$ cat src/rtl/matmul_pkg.sv
// Shared types and constants for the matrix-vector control slice.
package matmul_pkg;

    localparam int DATA_W    = 14;
    localparam int ACC_W     = 28;
    localparam int N_DEFAULT = 8;

    typedef enum logic [2:0] {
        LOAD_W = 3'd0,
        LOAD_X = 3'd1,
        CLEAR  = 3'd2,
        MAC    = 3'd3,
        OUT    = 3'd4
    } state_t;

endpackage

$ cat src/rtl/matmul_ctrl_if.sv
// Input-word and row-result handshakes between the controller and its neighbours.
// Handshake rule (both channels): a transfer happens on a rising clk edge where
// valid and ready are both 1; a producer holding valid keeps it (and its data)
// until that edge, and ready never depends on a transfer in the same cycle.
interface matmul_ctrl_if;
    logic in_valid;
    logic in_ready;
    logic out_valid;
    logic out_ready;

    // Upstream word source and downstream result sink, seen from outside.
    modport master (
        output in_valid,
        output out_ready,
        input  in_ready,
        input  out_valid
    );

    // The controller itself.
    modport slave (
        input  in_valid,
        input  out_ready,
        output in_ready,
        output out_valid
    );
endinterface

$ cat src/rtl/matmul_counter.sv
// Up-counter with enable, synchronous clear and a terminal-count flag.
module matmul_counter #(
    parameter int W   = 3,
    parameter int MAX = 7
) (
    input  logic         clk,
    input  logic         rst,
    input  logic         en,
    input  logic         clr,
    output logic [W-1:0] count,
    output logic         tc
);

    // Clear (or reset) wins over enable; wrap happens only through clr.
    always_ff @(posedge clk) begin
        if (rst || clr) begin
            count <= '0;
        end else if (en) begin
            count <= count + W'(1);
        end
    end

    assign tc = (count == W'(MAX));

endmodule

$ cat src/rtl/matmul_ctrl.sv
// Control sequencer for the matrix-vector datapath: loads W then X from a word
// stream, then runs N rows of N multiply-accumulates, presenting each row result.
// Optional feature: define MATMUL_CTRL_REUSE_W_EN to add the reuse_w input that
// lets a following frame skip the W load when a complete W is already resident.
module matmul_ctrl
    import matmul_pkg::*;
#(
    parameter int N   = N_DEFAULT,
    parameter int AXW = $clog2(N),
    parameter int AWW = $clog2(N*N)
) (
    input  logic           clk,
    input  logic           rst,
    matmul_ctrl_if.slave   hs,
`ifdef MATMUL_CTRL_REUSE_W_EN
    input  logic           reuse_w,
`endif
    output logic [AXW-1:0] addr_x,
    output logic           wr_en_x,
    output logic [AWW-1:0] addr_w,
    output logic           wr_en_w,
    output logic           clear_acc,
    output logic           en_acc,
    output logic [AXW-1:0] row_idx,
    output logic           busy,
    output logic           frame_done,
    output logic [2:0]     state_dbg
);

    localparam logic [2:0] ST_LOAD_W = LOAD_W;
    localparam logic [2:0] ST_LOAD_X = LOAD_X;
    localparam logic [2:0] ST_CLEAR  = CLEAR;
    localparam logic [2:0] ST_MAC    = MAC;
    localparam logic [2:0] ST_OUT    = OUT;

    logic [2:0]     state;
    logic [2:0]     state_nxt;
    logic           accept;
    logic           last_hs;

    logic           lcnt_en, lcnt_clr, lcnt_tc;
    logic [AWW-1:0] lcnt;
    logic           k_en, k_clr, k_tc;
    logic [AXW-1:0] k;
    logic           row_en, row_clr, row_tc;
    logic [AXW-1:0] row;

`ifdef MATMUL_CTRL_REUSE_W_EN
    logic           w_done;
    logic           w_loaded;
`endif

    // Load beat counter: W addresses 0..N*N-1, then X addresses 0..N-1.
    matmul_counter #(.W(AWW), .MAX(N*N-1)) u_lcnt (
        .clk(clk), .rst(rst), .en(lcnt_en), .clr(lcnt_clr), .count(lcnt), .tc(lcnt_tc)
    );

    // Column index within a row during MAC.
    matmul_counter #(.W(AXW), .MAX(N-1)) u_k (
        .clk(clk), .rst(rst), .en(k_en), .clr(k_clr), .count(k), .tc(k_tc)
    );

    // Row being computed or presented.
    matmul_counter #(.W(AXW), .MAX(N-1)) u_row (
        .clk(clk), .rst(rst), .en(row_en), .clr(row_clr), .count(row), .tc(row_tc)
    );

    assign accept = hs.in_valid && hs.in_ready;

    // Next state and counter controls.
    always_comb begin
        state_nxt = state;
        lcnt_en   = 1'b0;
        lcnt_clr  = 1'b0;
        k_en      = 1'b0;
        k_clr     = 1'b0;
        row_en    = 1'b0;
        row_clr   = 1'b0;
        last_hs   = 1'b0;
`ifdef MATMUL_CTRL_REUSE_W_EN
        w_done    = 1'b0;
`endif
        case (state)
            ST_LOAD_W: begin
                if (accept) begin
                    if (lcnt_tc) begin
                        lcnt_clr  = 1'b1;
                        state_nxt = ST_LOAD_X;
`ifdef MATMUL_CTRL_REUSE_W_EN
                        w_done    = 1'b1;
`endif
                    end else begin
                        lcnt_en = 1'b1;
                    end
                end
            end
            ST_LOAD_X: begin
                if (accept) begin
                    if (lcnt == AWW'(N-1)) begin
                        lcnt_clr  = 1'b1;
                        state_nxt = ST_CLEAR;
                    end else begin
                        lcnt_en = 1'b1;
                    end
                end
            end
            ST_CLEAR: begin
                k_clr     = 1'b1;
                state_nxt = ST_MAC;
            end
            ST_MAC: begin
                if (k_tc) begin
                    k_clr     = 1'b1;
                    state_nxt = ST_OUT;
                end else begin
                    k_en = 1'b1;
                end
            end
            ST_OUT: begin
                if (hs.out_ready) begin
                    if (row_tc) begin
                        row_clr = 1'b1;
                        last_hs = 1'b1;
`ifdef MATMUL_CTRL_REUSE_W_EN
                        state_nxt = (reuse_w && w_loaded) ? ST_LOAD_X : ST_LOAD_W;
`else
                        state_nxt = ST_LOAD_W;
`endif
                    end else begin
                        row_en    = 1'b1;
                        state_nxt = ST_CLEAR;
                    end
                end
            end
            default: state_nxt = ST_LOAD_W;
        endcase
    end

    // State register; reset always restarts at the W load.
    always_ff @(posedge clk) begin
        if (rst) begin
            state <= ST_LOAD_W;
        end else begin
            state <= state_nxt;
        end
    end

`ifdef MATMUL_CTRL_REUSE_W_EN
    // Remembers that W holds a complete matrix loaded since the last reset.
    always_ff @(posedge clk) begin
        if (rst) begin
            w_loaded <= 1'b0;
        end else if (w_done) begin
            w_loaded <= 1'b1;
        end
    end
`endif

    // Datapath controls and status decoded from state; everything is held at 0 in reset.
    always_comb begin
        hs.in_ready  = 1'b0;
        hs.out_valid = 1'b0;
        wr_en_w      = 1'b0;
        wr_en_x      = 1'b0;
        addr_x       = '0;
        addr_w       = '0;
        clear_acc    = 1'b0;
        en_acc       = 1'b0;
        row_idx      = '0;
        busy         = 1'b0;
        frame_done   = 1'b0;
        state_dbg    = '0;
        if (!rst) begin
            row_idx    = row;
            addr_w     = {row, {AXW{1'b0}}};
            busy       = !(state == ST_LOAD_W && lcnt == '0);
            frame_done = last_hs;
            state_dbg  = state;
            case (state)
                ST_LOAD_W: begin
                    hs.in_ready = 1'b1;
                    wr_en_w     = hs.in_valid;
                    addr_w      = lcnt;
                end
                ST_LOAD_X: begin
                    hs.in_ready = 1'b1;
                    wr_en_x     = hs.in_valid;
                    addr_x      = lcnt[AXW-1:0];
                end
                ST_CLEAR: clear_acc = 1'b1;
                ST_MAC: begin
                    en_acc = 1'b1;
                    addr_x = k;
                    addr_w = {row, k};
                end
                ST_OUT: hs.out_valid = 1'b1;
                default: ;
            endcase
        end
    end

endmodule

$ cat src/flat_wrapper.sv
// flat-port wrapper written by rule: the top's interface ports become plain ports
module matmul_ctrl_flat import matmul_pkg::*;
#(
    parameter int N   = N_DEFAULT,
    parameter int AXW = $clog2(N),
    parameter int AWW = $clog2(N*N)
)
  (clk, rst, addr_x, wr_en_x, addr_w, wr_en_w, clear_acc, en_acc, row_idx, busy, frame_done, state_dbg, hs_in_valid, hs_out_ready, hs_in_ready, hs_out_valid);
  matmul_ctrl_if hs_i ();
  input  logic clk;
  input  logic rst;
  output logic [AXW-1:0] addr_x;
  output logic wr_en_x;
  output logic [AWW-1:0] addr_w;
  output logic wr_en_w;
  output logic clear_acc;
  output logic en_acc;
  output logic [AXW-1:0] row_idx;
  output logic busy;
  output logic frame_done;
  output logic [2:0] state_dbg;
  input wire logic [$bits(hs_i.in_valid)-1:0] hs_in_valid;
  input wire logic [$bits(hs_i.out_ready)-1:0] hs_out_ready;
  output wire logic [$bits(hs_i.in_ready)-1:0] hs_in_ready;
  output wire logic [$bits(hs_i.out_valid)-1:0] hs_out_valid;
  assign hs_i.in_valid = hs_in_valid;
  assign hs_i.out_ready = hs_out_ready;
  assign hs_in_ready = hs_i.in_ready;
  assign hs_out_valid = hs_i.out_valid;
  matmul_ctrl #(.N(N), .AXW(AXW), .AWW(AWW)) u_core (.clk(clk), .rst(rst), .hs(hs_i), .addr_x(addr_x), .wr_en_x(wr_en_x), .addr_w(addr_w), .wr_en_w(wr_en_w), .clear_acc(clear_acc), .en_acc(en_acc), .row_idx(row_idx), .busy(busy), .frame_done(frame_done), .state_dbg(state_dbg));
endmodule
$ cat config.mk
export PLATFORM = sky130hd
export DESIGN_NAME = matmul_ctrl_flat
export DESIGN_NICKNAME = d
export VERILOG_FILES = /design/src/rtl/matmul_pkg.sv /design/src/rtl/matmul_ctrl_if.sv /design/src/rtl/matmul_counter.sv /design/src/rtl/matmul_ctrl.sv /design/src/flat_wrapper.sv
export SDC_FILE = /design/constraint.sdc
export NUM_CORES = 1
export LEC_CHECK = 0
export CORE_MARGIN = 5
export CORE_UTILIZATION = 40
export DETAILED_ROUTE_END_ITERATION = 10
export GPL_TIMING_DRIVEN = 0
export PLACE_DENSITY = 0.71
export SYNTH_ARGS = -nofsm -noshare
export SYNTH_HDL_FRONTEND = slang
export SYNTH_SLANG_ARGS = --single-unit
export TNS_END_PERCENT = 5
$ cat constraint.sdc
create_clock -name clk -period 1.65 [get_ports clk]
set_input_delay 0.165 -clock clk [delete_from_list [all_inputs] [get_ports clk]]
set_output_delay 0.165 -clock clk [all_outputs]
set_load 0.02 [all_outputs]
; ---- After elaboration in Yosys (flattened, before gate mapping)
; Index checks and enable logic that the tools add are counted.
[word_totals]
register_bits = 15
latch_bits = 0
ramBits = 0
mem_bits_ro = 0
inputBits = 4
out_inout_bits = 23
wordCells = 79
memories = 0
[classes]
addsub = 3
mul = 0
n_div = 0
magnitude_cmp = 0
n_eq_ne = 14
shift = 0
n_mux = 48
n_bitwise = 0
reduce_logical = 10
[ops]
columns = cell, n
row1 = $mux W1, 31
row2 = $mux W3, 9
row3 = $pmux W3 S5, 1
row4 = $pmux W6 S2, 1
row5 = $ne A2 B1 Y1 const B, 5
row6 = $eq A3 B3 Y1 const B, 3
row7 = $add A3 B1 Y3 const B, 2
row8 = $add A6 B1 Y6 const B, 1
row9 = $eq A3 B2 Y1 const B, 2
row10 = $eq A6 B3 Y1 const B, 1
row11 = $eq A6 B6 Y1 const B, 1
row12 = $logic_not A6 Y1, 1
row13 = $mux W6, 1
row14 = $pmux W1 S2, 3
row15 = $pmux W3 S2, 1
row16 = $reduce_and A6 Y1, 1
row17 = $eq A3 B1 Y1 const B, 1
row18 = $logic_not A3 Y1, 1
row19 = $logic_or A1 B1 Y1, 3
row20 = $logic_and A1 B1 Y1, 2
row21 = $mux W2, 1
row22 = $ne A2 B2 Y1 const B, 1
row23 = $reduce_or A2 Y1, 1
row24 = $logic_not A1 Y1, 1

; ---- Longest topological paths before layout
; Gate-level depths: netlist of the first run.
[logic_depth]
depth_word = 8
mapped_depth = 6
depth_no_buf = 6

; ---- Cells and area by module
; From an unflattened synthesis of the first run, not the netlist that was laid out.
[unflattened]
hier_cells = 129
area_unflattened_um2 = 1073.5
[by_module_without_submodules]
columns = mod, instances, cells_each, area_per_inst_um2, seq_area_each_um2
row1 = matmul_ctrl, 1, 78, 544.3, 60.1
row2 = matmul_counter at u_core.u_k ..., 2, 11, 133.9, 60.1
row3 = matmul_counter at u_core.u_lcnt, 1, 29, 261.5, 120.1

; ---- Worst setup path before layout of the first run
; No wires, ideal clock.
[synth_timing]
path_kind = register to output
from = reg u_core.state[2]
to = out addr_x[0]
arrival_time_ns = 1.497
t_required_ns = 1.485
slack_ns = -0.012
path_stages_with_launch = 4
n_path_buf = 0
cell_sequence = dfxtp_1 -> nand2b_1 -> nor3b_1 -> a32o_1
[synth_via]
elab_chain_len = 3
word_cells_on_any_way = 4
cone_classes = 2 x eq/ne / 2 x mux
[synth_rtl]
columns = item, line
row1 = "start, declared", matmul_ctrl.sv:36  ; logic [2:0] state;
row2 = "start signal, assigned", matmul_ctrl.sv:144  ; state <= state_nxt;
row3 = $eq A3 B2 Y1 / $eq A3 B1 Y1 (equally long branches), matmul_ctrl.sv:179  ; case (state)
row4 = $pmux W3 S2 *, matmul_ctrl.sv:179
row5 = $mux W3 *, matmul_ctrl.sv:173  ; if (!rst) begin
row6 = "end, declared", flat_wrapper.sv:12  ; output logic [AXW-1:0] addr_x;
; Mark *: on every way between the ends. The rest lies on a longest branch, timed or not.

; ---- Final worst setup path of the first run
[layout_timing]
from = reg u_core.state[1]
to = out addr_x[0]
; The elaborated chain is that of the path after synthesis.

==> impl_metrics.py, run 1 <==
metrics = {
    "layout": {
        "final_common_cell": "nor2_1",
        "nNetsFinal": 180,
        "layout-drive-gt1-share": 0.2485,
        "final_cell_mix": "nor2_1 (19), dfxtp_1 (12), nand2_1 (11), buf_4 (8), dlygate4sd2_1 (8)",
        "fillers": 252,
        "seq_area_um2": 306.5,
        "multiInputGateArea_um2": 759.5,
        "instances_no_fill": 199,
        "diodes": 0,
        "syn2layout_area_growth_pct": 33.80,
    },
    "critical_path": {
        "r2r_slack_ns": 0.11,
        "cp-end-kind": "output pin",
        "cp_slowest_cell": "dfxtp_1",
        "crit_type": "reg -> out",
        "path_cells": "buf_6, nand2b_1, nor3b_2, a32o_1, clkdlybuf4s15_2",
        "r2r_cells": 6,
        "critPathMaxStageDelay_ns": 0.33,
        "r2r-start": "u_core.state[1]",
        "required_ns": 1.48,
        "endpoint": "addr_x[0]",
        "critPathLaunchType": "flip-flop",
        "startpoint": "u_core.state[1]",
        "timing.rr.end": "u_core.u_lcnt.count[5]",
        "arrival_ns": 1.57,
        "critPathMaxFanout": 9,
        "crit_family": "buffers and inverters",
        "cp.depth": 5,
        "path_buf_inv": 2,
    },
    "floorplanning": {
        "rows": 18,
        "die-area_um2": 3820,
        "initial_core_util": 0.4256,
        "fp.dieW_um": 61.81,
        "die_h_um": 61.81,
        "ios": 27,
        "coreArea_um2": 2522,
    },
    "sta": {
        "max_freq_ghz": 0.5769,
        "setup_viol": 7,
        "tns_ns": -0.4108,
        "clock_skew_ns": 0.008187,
        "min_period_ns": 1.734,
        "drv_slew": 0,
        "slew_headroom": 0.7680,
        "period_share": 1.051,
        "final_hold_viol_count": 0,
        "tightestPinTransition_ns": 0.3453,
        "fin_ws_ns": -0.08352,
        "rsz0062_at_grt": "true",
    },
    "cts": {
        "clk_latency_ns": 0.30,
        "holdBufCountCts": 0,
        "clk_path_buf_depth": 2,
        "cts_sinks": 15,
        "cts_tree": "done",
        "htreeDepth": 1,
        "numCtsBuffers": 3,
        "clk_pin_slew_worst_paths_ns": 0.08,
        "clockRootBuffer": "clkbuf_4",
    },
    "yosys": {
        "synth_cell_type_count": 40,
        "synth_area_um2": 1074,
        "synth-seq-cells": 15,
        "synth_fa_ha_area_frac": 0.06993,
        "syn-num-nets": 146,
        "synth-xor-area-share": 0.01632,
        "synth_flop_cell": "dfxtp_1",
        "synthCells": 136,
        "async_flop_share": 0,
        "synth_top_family_by_area": "simple AND/OR/NAND/NOR gates",
        "ys_seq_area_frac": 0.2797,
        "synth_edf_count": 0,
        "avgSynthCellArea_um2": 7.894,
        "synth_compound_area_frac": 0.1562,
        "yosys.area_share.simple": 0.3625,
        "synthMuxAreaShare": 0.06527,
        "yosys_warnings": 0,
    },
    "route": {
        "routed_wl_mm": 2.959,
        "via_count": 1138,
        "dr.pass1.iters": 6,
        "detail-route-antenna-nets": 0,
        "drt-vias-per-instance": 5.719,
        "drcViolationCount": 0,
        "drt_iter0_markers": 45,
        "wire_per_inst_um": 14.87,
    },
    "placement": {
        "dp_cells": 192,
        "hpwl_mm": 2.110,
        "gp_congestion": 0.8658,
        "io_buffers": 26,
    },
    "pwr": {
        "power_density_nw_per_um2": 595.2,
        "p_leak_nw": 0.6667,
        "ir_worst_vdd_v": 0.0003642,
    },
    "global_route": {
        "track_usage": 0.1689,
        "grt.overflow.total": 0,
        "grt_max_degree": 11,
        "antenna_found_initial": 0,
        "grt_pass1_vias": 1078,
        "grt_pass1_wl_mm": 4.850,
    },
    "run_status": {
        "outcome": "finished with violations",
        "violations": "setup timing",
    },
    "job": {
        "cap_viol_max_count": 0,
    },
    "min_path": {
        "hp-class": "reg -> reg",
    },
}
[synth_stat cells, drive strengths merged, types with 3 or more instances]
master | n | area [µm²]
a21oi | 7 | 35.03
nor2 | 20 | 75.07
inv | 5 | 18.77
ha | 6 | 75.07
nor3 | 6 | 35.03
nand3 | 7 | 35.03
mux2i | 7 | 70.07
and3 | 4 | 25.02
dfxtp | 15 | 300.3
nand2 | 11 | 41.29
nor3b | 3 | 27.52
clkbuf | 5 | 18.77
nor2b | 6 | 37.54
[sequential cells by signal, summed over array words and instances, names as in the netlist]
name / count
u_core.state: 3
u_core.u_k.count: 3
u_core.u_lcnt.count: 6
u_core.u_row.count: 3
[through the flow]
stage	instance area [µm²]	hold WS (ns)	util	worst slack, ns	total power, W
2_1_floorplan	1079	0.3923	-	0.02731	0.0005406
3_3_place_gp	1376	0.4949	0.5456	-0.7431	0.0006163
3_5_place_dp	1376	0.4953	0.5456	-0.7470	0.0006188
4_1_cts	1433	0.5123	0.5680	-0.1401	0.0008544
5_1_grt	1436	0.5540	0.5694	-0.1422	0.0008963
6_report	1436	0.5136	0.5694	-0.08352	0.0008550
[logic make-up (layout without fill, tap and decap cells)]
logic type,count (synthesis),in the layout
fa+ha+maj,6,6
xor+xnor,2,2
compound gates,24,24
flops,15,15
buf+inv,12,45
mux,7,7
simple gates,70,70
[final cells by class]
type                       instances  area share
multi-input combinational        109      0.5287
sequential                        15      0.2134
timing repair buffer              29      0.1551
buffer                             7     0.04530
tap                               30     0.02613
clock buffer                       4     0.01829
inverter                           5     0.01307
[tightest hold or removal path, stage by stage, from the launching register on]
cell and delay (ns):
dfxtp_1 0.35, nand2_1 0.07, a21oi_1 0.05
[report_power, final]
part / internal [W] / switching, W
registers: 0.000374 / 0.0000179
clock network: 0.0000943 / 0.000125
logic: 0.000108 / 0.000137
[layer usage]
| layer | vias to the layer above | track usage | share of wire |
|---|---|---|---|
| met5 | - | 0 | 0 |
| met4 | 0 | 0.1061 | 0.015 |
| met3 | 5 | 0.02893 | 0.068 |
| met2 | 45 | 0.2556 | 0.46 |
| met1 | 526 | 0.2214 | 0.46 |
| li1 | 562 | - | - |
[how the worst min path moves through the flow]
stage	startpoint	to	slack, ns	cells after the start
after floorplan	rst	u_core.u_lcnt.count[1]	0.39	3
after CTS	u_core.u_row.count[2]	u_core.u_row.count[2]	0.51	2
final	u_core.u_row.count[2]	u_core.u_row.count[2]	0.51	2
after detailed placement	u_core.u_row.count[2]	u_core.u_row.count[2]	0.50	2
after global placement	u_core.u_row.count[1]	u_core.u_row.count[1]	0.49	2
after global routing	u_core.u_row.count[2]	u_core.u_row.count[2]	0.55	2
[timing repair]
action	CTS	global route
pin swaps	2	2
endpoints found under the setup margin	23	23
buffers inserted	3	0
resized for setup	83	17
(Power assumes the default switching activity.)
==> run 2: changes to the inputs <==
--- a/config.mk
+++ b/config.mk
@@ -9,6 +9,7 @@
 export CORE_UTILIZATION = 40
 export DETAILED_ROUTE_END_ITERATION = 10
 export GPL_TIMING_DRIVEN = 0
+export MAX_ROUTING_LAYER = met4
 export PLACE_DENSITY = 0.71
 export SYNTH_ARGS = -nofsm -noshare
 export SYNTH_HDL_FRONTEND = slang
==> run 2 against run 1 <==
  * The run still ends with setup timing left
  * Sequential cell count is the same
  * Largest cell class unchanged
  * Hold slack got worse by 0.0013 ns
  * Combinational power about the same
  * Cell count did not move
  * Sequential power is essentially flat
  * Register-to-register slack is essentially flat
  * Maximum frequency about the same
  * Clock skew is 0.00082 ns higher
  * Via count is 0.79% higher
  * Critical path depth did not move
==> impl_metrics.py, run 2 (synthesis results as in run 1) <==
metrics = {
    "run_status": {
        "outcome": "finished with violations",
        "violations": "setup timing",
    },
    "cts": {
        "clk_path_buf_depth": 2,
        "cts_tree": "done",
        "numCtsBuffers": 3,
        "htreeDepth": 1,
        "holdBufCountCts": 0,
        "cts_sinks": 15,
        "clk_pin_slew_worst_paths_ns": 0.08,
        "clockRootBuffer": "clkbuf_4",
        "clk_latency_ns": 0.29,
    },
    "global_route": {
        "track_usage": 0.1740,
        "grt_pass1_vias": 1080,
        "grt_pass1_wl_mm": 4.843,
        "antenna_found_initial": 0,
        "grt.overflow.total": 0,
        "grt_max_degree": 11,
    },
    "layout": {
        "multiInputGateArea_um2": 759.5,
        "syn2layout_area_growth_pct": 33.80,
        "nNetsFinal": 180,
        "instances_no_fill": 199,
        "final_cell_mix": "nor2_1 (19), dfxtp_1 (12), nand2_1 (11), buf_4 (8), dlygate4sd2_1 (8)",
        "final_common_cell": "nor2_1",
        "seq_area_um2": 306.5,
        "largest_register": "u_core.u_lcnt.count",
        "diodes": 0,
        "fillers": 252,
        "layout-drive-gt1-share": 0.2485,
        "largest_reg_flops": 6,
    },
    "sta": {
        "max_freq_ghz": 0.5767,
        "min_period_ns": 1.734,
        "final_hold_viol_count": 0,
        "clock_skew_ns": 0.009007,
        "drv_slew": 0,
        "fin_ws_ns": -0.08389,
        "slew_headroom": 0.7383,
        "setup_viol": 7,
        "tightestPinTransition_ns": 0.3896,
        "period_share": 1.051,
        "rsz0062_at_grt": "true",
    },
    "placement": {
        "pre_cts_ws_ns": -0.7470,
        "io_buffers": 26,
        "gp_congestion": 0.8798,
        "hpwl_mm": 2.110,
        "dp_cells": 192,
    },
    "floorplanning": {
        "initial_core_util": 0.4256,
        "die_h_um": 61.81,
        "coreArea_um2": 2522,
        "rows": 18,
        "ios": 27,
        "fp.dieW_um": 61.81,
        "die-area_um2": 3820,
    },
    "min_path": {
        "min_path_cells": 2,
        "hp-class": "reg -> reg",
    },
    "critical_path": {
        "crit_type": "reg -> out",
        "arrival_ns": 1.57,
        "critPathMaxFanout": 9,
        "cp-end-kind": "output pin",
        "r2r_cells": 6,
        "required_ns": 1.48,
        "critPathLaunchType": "flip-flop",
    },
    "route": {
        "drt-vias-per-instance": 5.764,
        "via_count": 1147,
        "dr.pass1.iters": 4,
        "detail-route-antenna-nets": 0,
        "drcViolationCount": 0,
        "drt_iter0_markers": 51,
        "wire_per_inst_um": 15.07,
        "routed_wl_mm": 2.999,
    },
    "pwr": {
        "ir_worst_vdd_v": 0.0003630,
        "power_density_nw_per_um2": 593.8,
        "p_leak_nw": 0.6667,
    },
    "job": {
        "cap_viol_max_count": 0,
    },
}
run 2: worst max-delay path, stage by stage (launching register included):
cell and delay [ns]:
dfxtp_1 0.33, buf_6 0.15, nand2b_1 0.15, nor3b_2 0.21, a32o_1 0.17, clkdlybuf4s15_2 0.26
run 2: cell type report:
cell class,instances,share of cell area
Sequential cell,15,0.2134
Tap cell,30,0.02613
Clock buffer,4,0.01829
Multi-Input combinational cell,109,0.5287
Timing Repair Buffer,29,0.1551
Inverter,5,0.01307
Buffer,7,0.04530
run 2: per-layer routing:
metal	vias up	global-route usage	wire, µm
li1	555	-	-
met1	531	0.2214	1343
met2	52	0.2571	1332
met3	9	0.02686	252
met4	0	0.1061	70
met5	-	-	0
run 2: path summary, 6_finish.rpt:
path                         start                     end  slack [ns]
max                u_core.state[1]               addr_x[0]       -0.08
min          u_core.u_row.count[2]   u_core.u_row.count[2]        0.51
min reg2reg  u_core.u_row.count[2]   u_core.u_row.count[2]        0.51
max reg2reg        u_core.state[1]  u_core.u_lcnt.count[5]        0.11
run 2: through the flow:
| stage | util | TNS [ns] | hold slack [ns] | total power [W] | cell area [µm²] |
|---|---|---|---|---|---|
| 2_1_floorplan | - | 0 | 0.3923 | 0.0005406 | 1079 |
| 3_3_place_gp | 0.5456 | -13.64 | 0.4949 | 0.0006163 | 1376 |
| 3_5_place_dp | 0.5456 | -14.41 | 0.4953 | 0.0006188 | 1376 |
| 4_1_cts | 0.5680 | -0.8955 | 0.5123 | 0.0008544 | 1433 |
| 5_1_grt | 0.5694 | -1.030 | 0.5540 | 0.0008963 | 1436 |
| 6_report | 0.5694 | -0.3917 | 0.5122 | 0.0008529 | 1436 |
run 2: timing repair:
item,4_1_cts,5_1_grt
setup buffers,3,0
gates resized for setup,83,17
hold endpoints to repair,0,0
pin swaps,2,2
endpoints found under the setup margin,23,23
run 2: report_power, final:
group	switching (W)	internal [W]
Sequential	0.0000179	0.000374
Clock	0.000123	0.0000942
Combinational	0.000137	0.000108
==> run 3: changes to the inputs <==
--- a/config.mk
+++ b/config.mk
@@ -5,6 +5,7 @@
 export SDC_FILE = /design/constraint.sdc
 export NUM_CORES = 1
 export LEC_CHECK = 0
+export ABC_AREA = 1
 export CORE_MARGIN = 5
 export CORE_UTILIZATION = 40
 export DETAILED_ROUTE_END_ITERATION = 10
==> run 3 against run 2 <==
  * The run now ends clean
  * Non-clock buffer count fell by 3
  * Combinational power decreased by 70%
  * Critical path depth grew 3
  * Hold slack worse by 0.078 ns
  * Largest cell class unchanged
==> impl_metrics.py, run 3 <==
metrics = {
    "placement": {
        "dp_cells": 227,
        "io_buffers": 25,
        "gp_congestion": 0.9134,
        "hpwl_mm": 2.180,
    },
    "layout": {
        "final_common_cell": "nand2_1",
        "multiInputGateArea_um2": 743.2,
        "layout-drive-gt1-share": 0.2843,
        "instances_no_fill": 235,
        "seq_area_um2": 310.3,
        "fin_util": 0.5428,
        "largest_reg_flops": 6,
        "syn2layout_area_growth_pct": 31.05,
        "diodes": 0,
        "fillers": 275,
        "nNetsFinal": 215,
        "final_cell_mix": "nand2_1 (35), nor2_1 (22), inv_1 (16), a21oi_1 (14)",
        "largest_register": "u_core.u_lcnt.count",
    },
    "yosys": {
        "synth_top_area_share": 0.2652,
        "synthCells": 171,
        "syn-num-nets": 181,
        "synth_edf_count": 0,
        "yosys.cell_count.top_type": "nand2_1",
        "synth_area_leader_cell": "dfxtp_1",
        "yosys_warnings": 0,
        "yosys-top-cells-count": "nand2_1 (35), nor2_1 (22), inv_1 (17)",
        "async_flop_share": 0,
        "synth_flop_cell": "dfxtp_1",
        "avgSynthCellArea_um2": 6.622,
        "synth_area_um2": 1132,
        "synth-seq-cells": 15,
        "synth_cell_type_count": 30,
        "ys_seq_area_frac": 0.2652,
        "synth_area_leaders": "dfxtp_1 (27%), nand2_1 (12%), nor2_1 (7.3%), ha_1 (6.6%), a21oi_1 (6.2%)",
    },
    "route": {
        "drt-vias-per-instance": 4.983,
        "detail-route-antenna-nets": 0,
        "wl_met1_mm": 1.303,
        "met3WireLength_um": 93,
        "routed.top_layer": "met4",
        "routed_wl_mm": 2.820,
        "drcViolationCount": 0,
        "wl_met2_mm": 1.391,
        "via_count": 1171,
        "dr.pass1.iters": 4,
        "drt_iter0_markers": 47,
        "wire_per_inst_um": 12.00,
    },
    "floorplanning": {
        "ios": 27,
        "coreArea_um2": 2734,
        "die_h_um": 63.21,
        "rows": 19,
        "initial_core_util": 0.4142,
        "fp.dieW_um": 63.21,
        "die-area_um2": 3995,
    },
    "critical_path": {
        "cp_slowest_cell": "dfxtp_1",
        "required_ns": 1.48,
        "critPathMaxFanout": 7,
        "path_buf_inv": 4,
        "crit_type": "reg -> out",
        "critPathMaxStageDelay_ns": 0.32,
        "cp-end-kind": "output pin",
        "critPathLaunchType": "flip-flop",
        "crit_family": "buffers and inverters",
        "path_cells": "buf_6, clkinv_2, nand2_4, nor2_4, inv_2, o21ai_0, a21oi_1, buf_4",
        "cp.depth": 8,
        "arrival_ns": 1.44,
        "r2r_cells": 10,
    },
    "pwr": {
        "clkPwrFrac": 0.337,
        "seqPwrFrac": 0.550,
        "power_density_nw_per_um2": 446.2,
        "p_leak_nw": 0.7519,
        "power_w": 0.0006621,
        "power_switching_w": 0.0001849,
        "internal_power_w": 0.0004772,
        "switching_share": 0.2793,
        "p_comb_frac": 0.112,
        "ir_worst_vdd_v": 0.0003842,
    },
    "sta": {
        "period_share": 0.9746,
        "min_period_ns": 1.608,
        "rsz0062_at_grt": "true",
        "tightestPinTransition_ns": 0.4568,
        "slew_headroom": 0.6954,
        "final_hold_viol_count": 0,
        "drv_slew": 0,
        "setup_viol": 0,
        "max_freq_ghz": 0.6219,
        "clock_skew_ns": 0.002720,
    },
    "cts": {
        "clk_pin_slew_worst_paths_ns": 0.10,
        "clk_path_buf_depth": 2,
        "clk_latency_ns": 0.29,
        "htreeDepth": 1,
        "cts_tree": "done",
        "numCtsBuffers": 3,
        "clockRootBuffer": "clkbuf_4",
        "cts_sinks": 15,
    },
    "run_status": {
        "outcome": "finished, final reports clean",
    },
    "min_path": {
        "min_path_cells": 5,
        "hp-class": "in -> reg",
    },
    "global_route": {
        "grt_pass1_wl_mm": 4.795,
        "grt_pass1_vias": 1107,
        "antenna_found_initial": 0,
        "grt.overflow.total": 0,
        "track_usage": 0.1490,
        "grt_max_degree": 11,
    },
    "job": {
        "cap_viol_max_count": 0,
    },
}
-- run 3: cell families after synthesis --
family,after synthesis,synth area share
and+or+nand+nor,85,0.3514
AOI/OAI and AO/OA,33,0.1801
buffers and inverters,28,0.1061
DFF,15,0.2652
adders and majority gates,6,0.06630
xor gates and xnor gates,4,0.03094
-- run 3: routing by layer --
layer | up-vias | track usage
met3 | 4 | 0.03552
met1 | 528 | 0.1742
met2 | 18 | 0.2449
li1 | 621 | -
met4 | 0 | 0.05974
met5 | - | -
-- run 3: stage by stage --
step,TNS (ns),worst slack (ns),hold slack [ns],cell area [µm²]
2_1_floorplan,0,0.1442,0.3753,1132
3_3_place_gp,-2.077,-0.2245,0.4787,1421
3_5_place_dp,-2.420,-0.2733,0.4825,1421
4_1_cts,-0.7530,-0.1614,0.3866,1444
5_1_grt,-0.3351,-0.07321,0.4386,1484
6_report,0,0.04198,0.4338,1484
-- run 3: repair_timing --
item	in CTS	in global routing
hold buffers	0	0
cloned	0	0
endpoints found under the setup margin	20	19
pin swaps	0	2
endpoints found under the hold margin	0	0
setup buffers	0	4
resized for setup	57	35
-- run 3: area by class of cell --
type	count	share of cell area
multi-input combinational	128	0.5008
sequential	15	0.2091
timing repair buffer	29	0.1602
inverter	24	0.06661
tap	31	0.02614
buffer	4	0.01855
clock buffer	3	0.01518
clock inverter	1	0.003373
-- run 3: power groups by stage --
stage / sequential [W] / combinational [W] / clock (W)
after global routing: 0.000365 / 0.0000814 / 0.000256
after detailed placement: 0.000376 / 0.0000745 / 0
after CTS: 0.000367 / 0.0000719 / 0.000228
after global placement: 0.000375 / 0.0000736 / 0
after floorplan: 0.000375 / 0.0000470 / 0
final: 0.000364 / 0.0000743 / 0.000223
-- run 3: final timing paths --
check | startpoint | to | slack (ns)
max reg2reg | u_core.u_k.count[0] | u_core.state[0] | 0.14
max | u_core.state[2] | addr_w[4] | 0.04
min reg2reg | u_core.u_lcnt.count[1] | u_core.u_lcnt.count[1] | 0.50
min | rst | u_core.state[1] | 0.43
-- run 3: worst reg2reg max path, stage by stage (launching register included) --
cell and delay [ns]:
dfxtp_1 0.39, ha_1 0.17, ha_1 0.18, nor2_2 0.06, nand2_1 0.12, nand2_1 0.09, a21oi_2 0.18, nand2_1 0.08
nand2_1 0.06, nand2_1 0.04, nor2_1 0.09
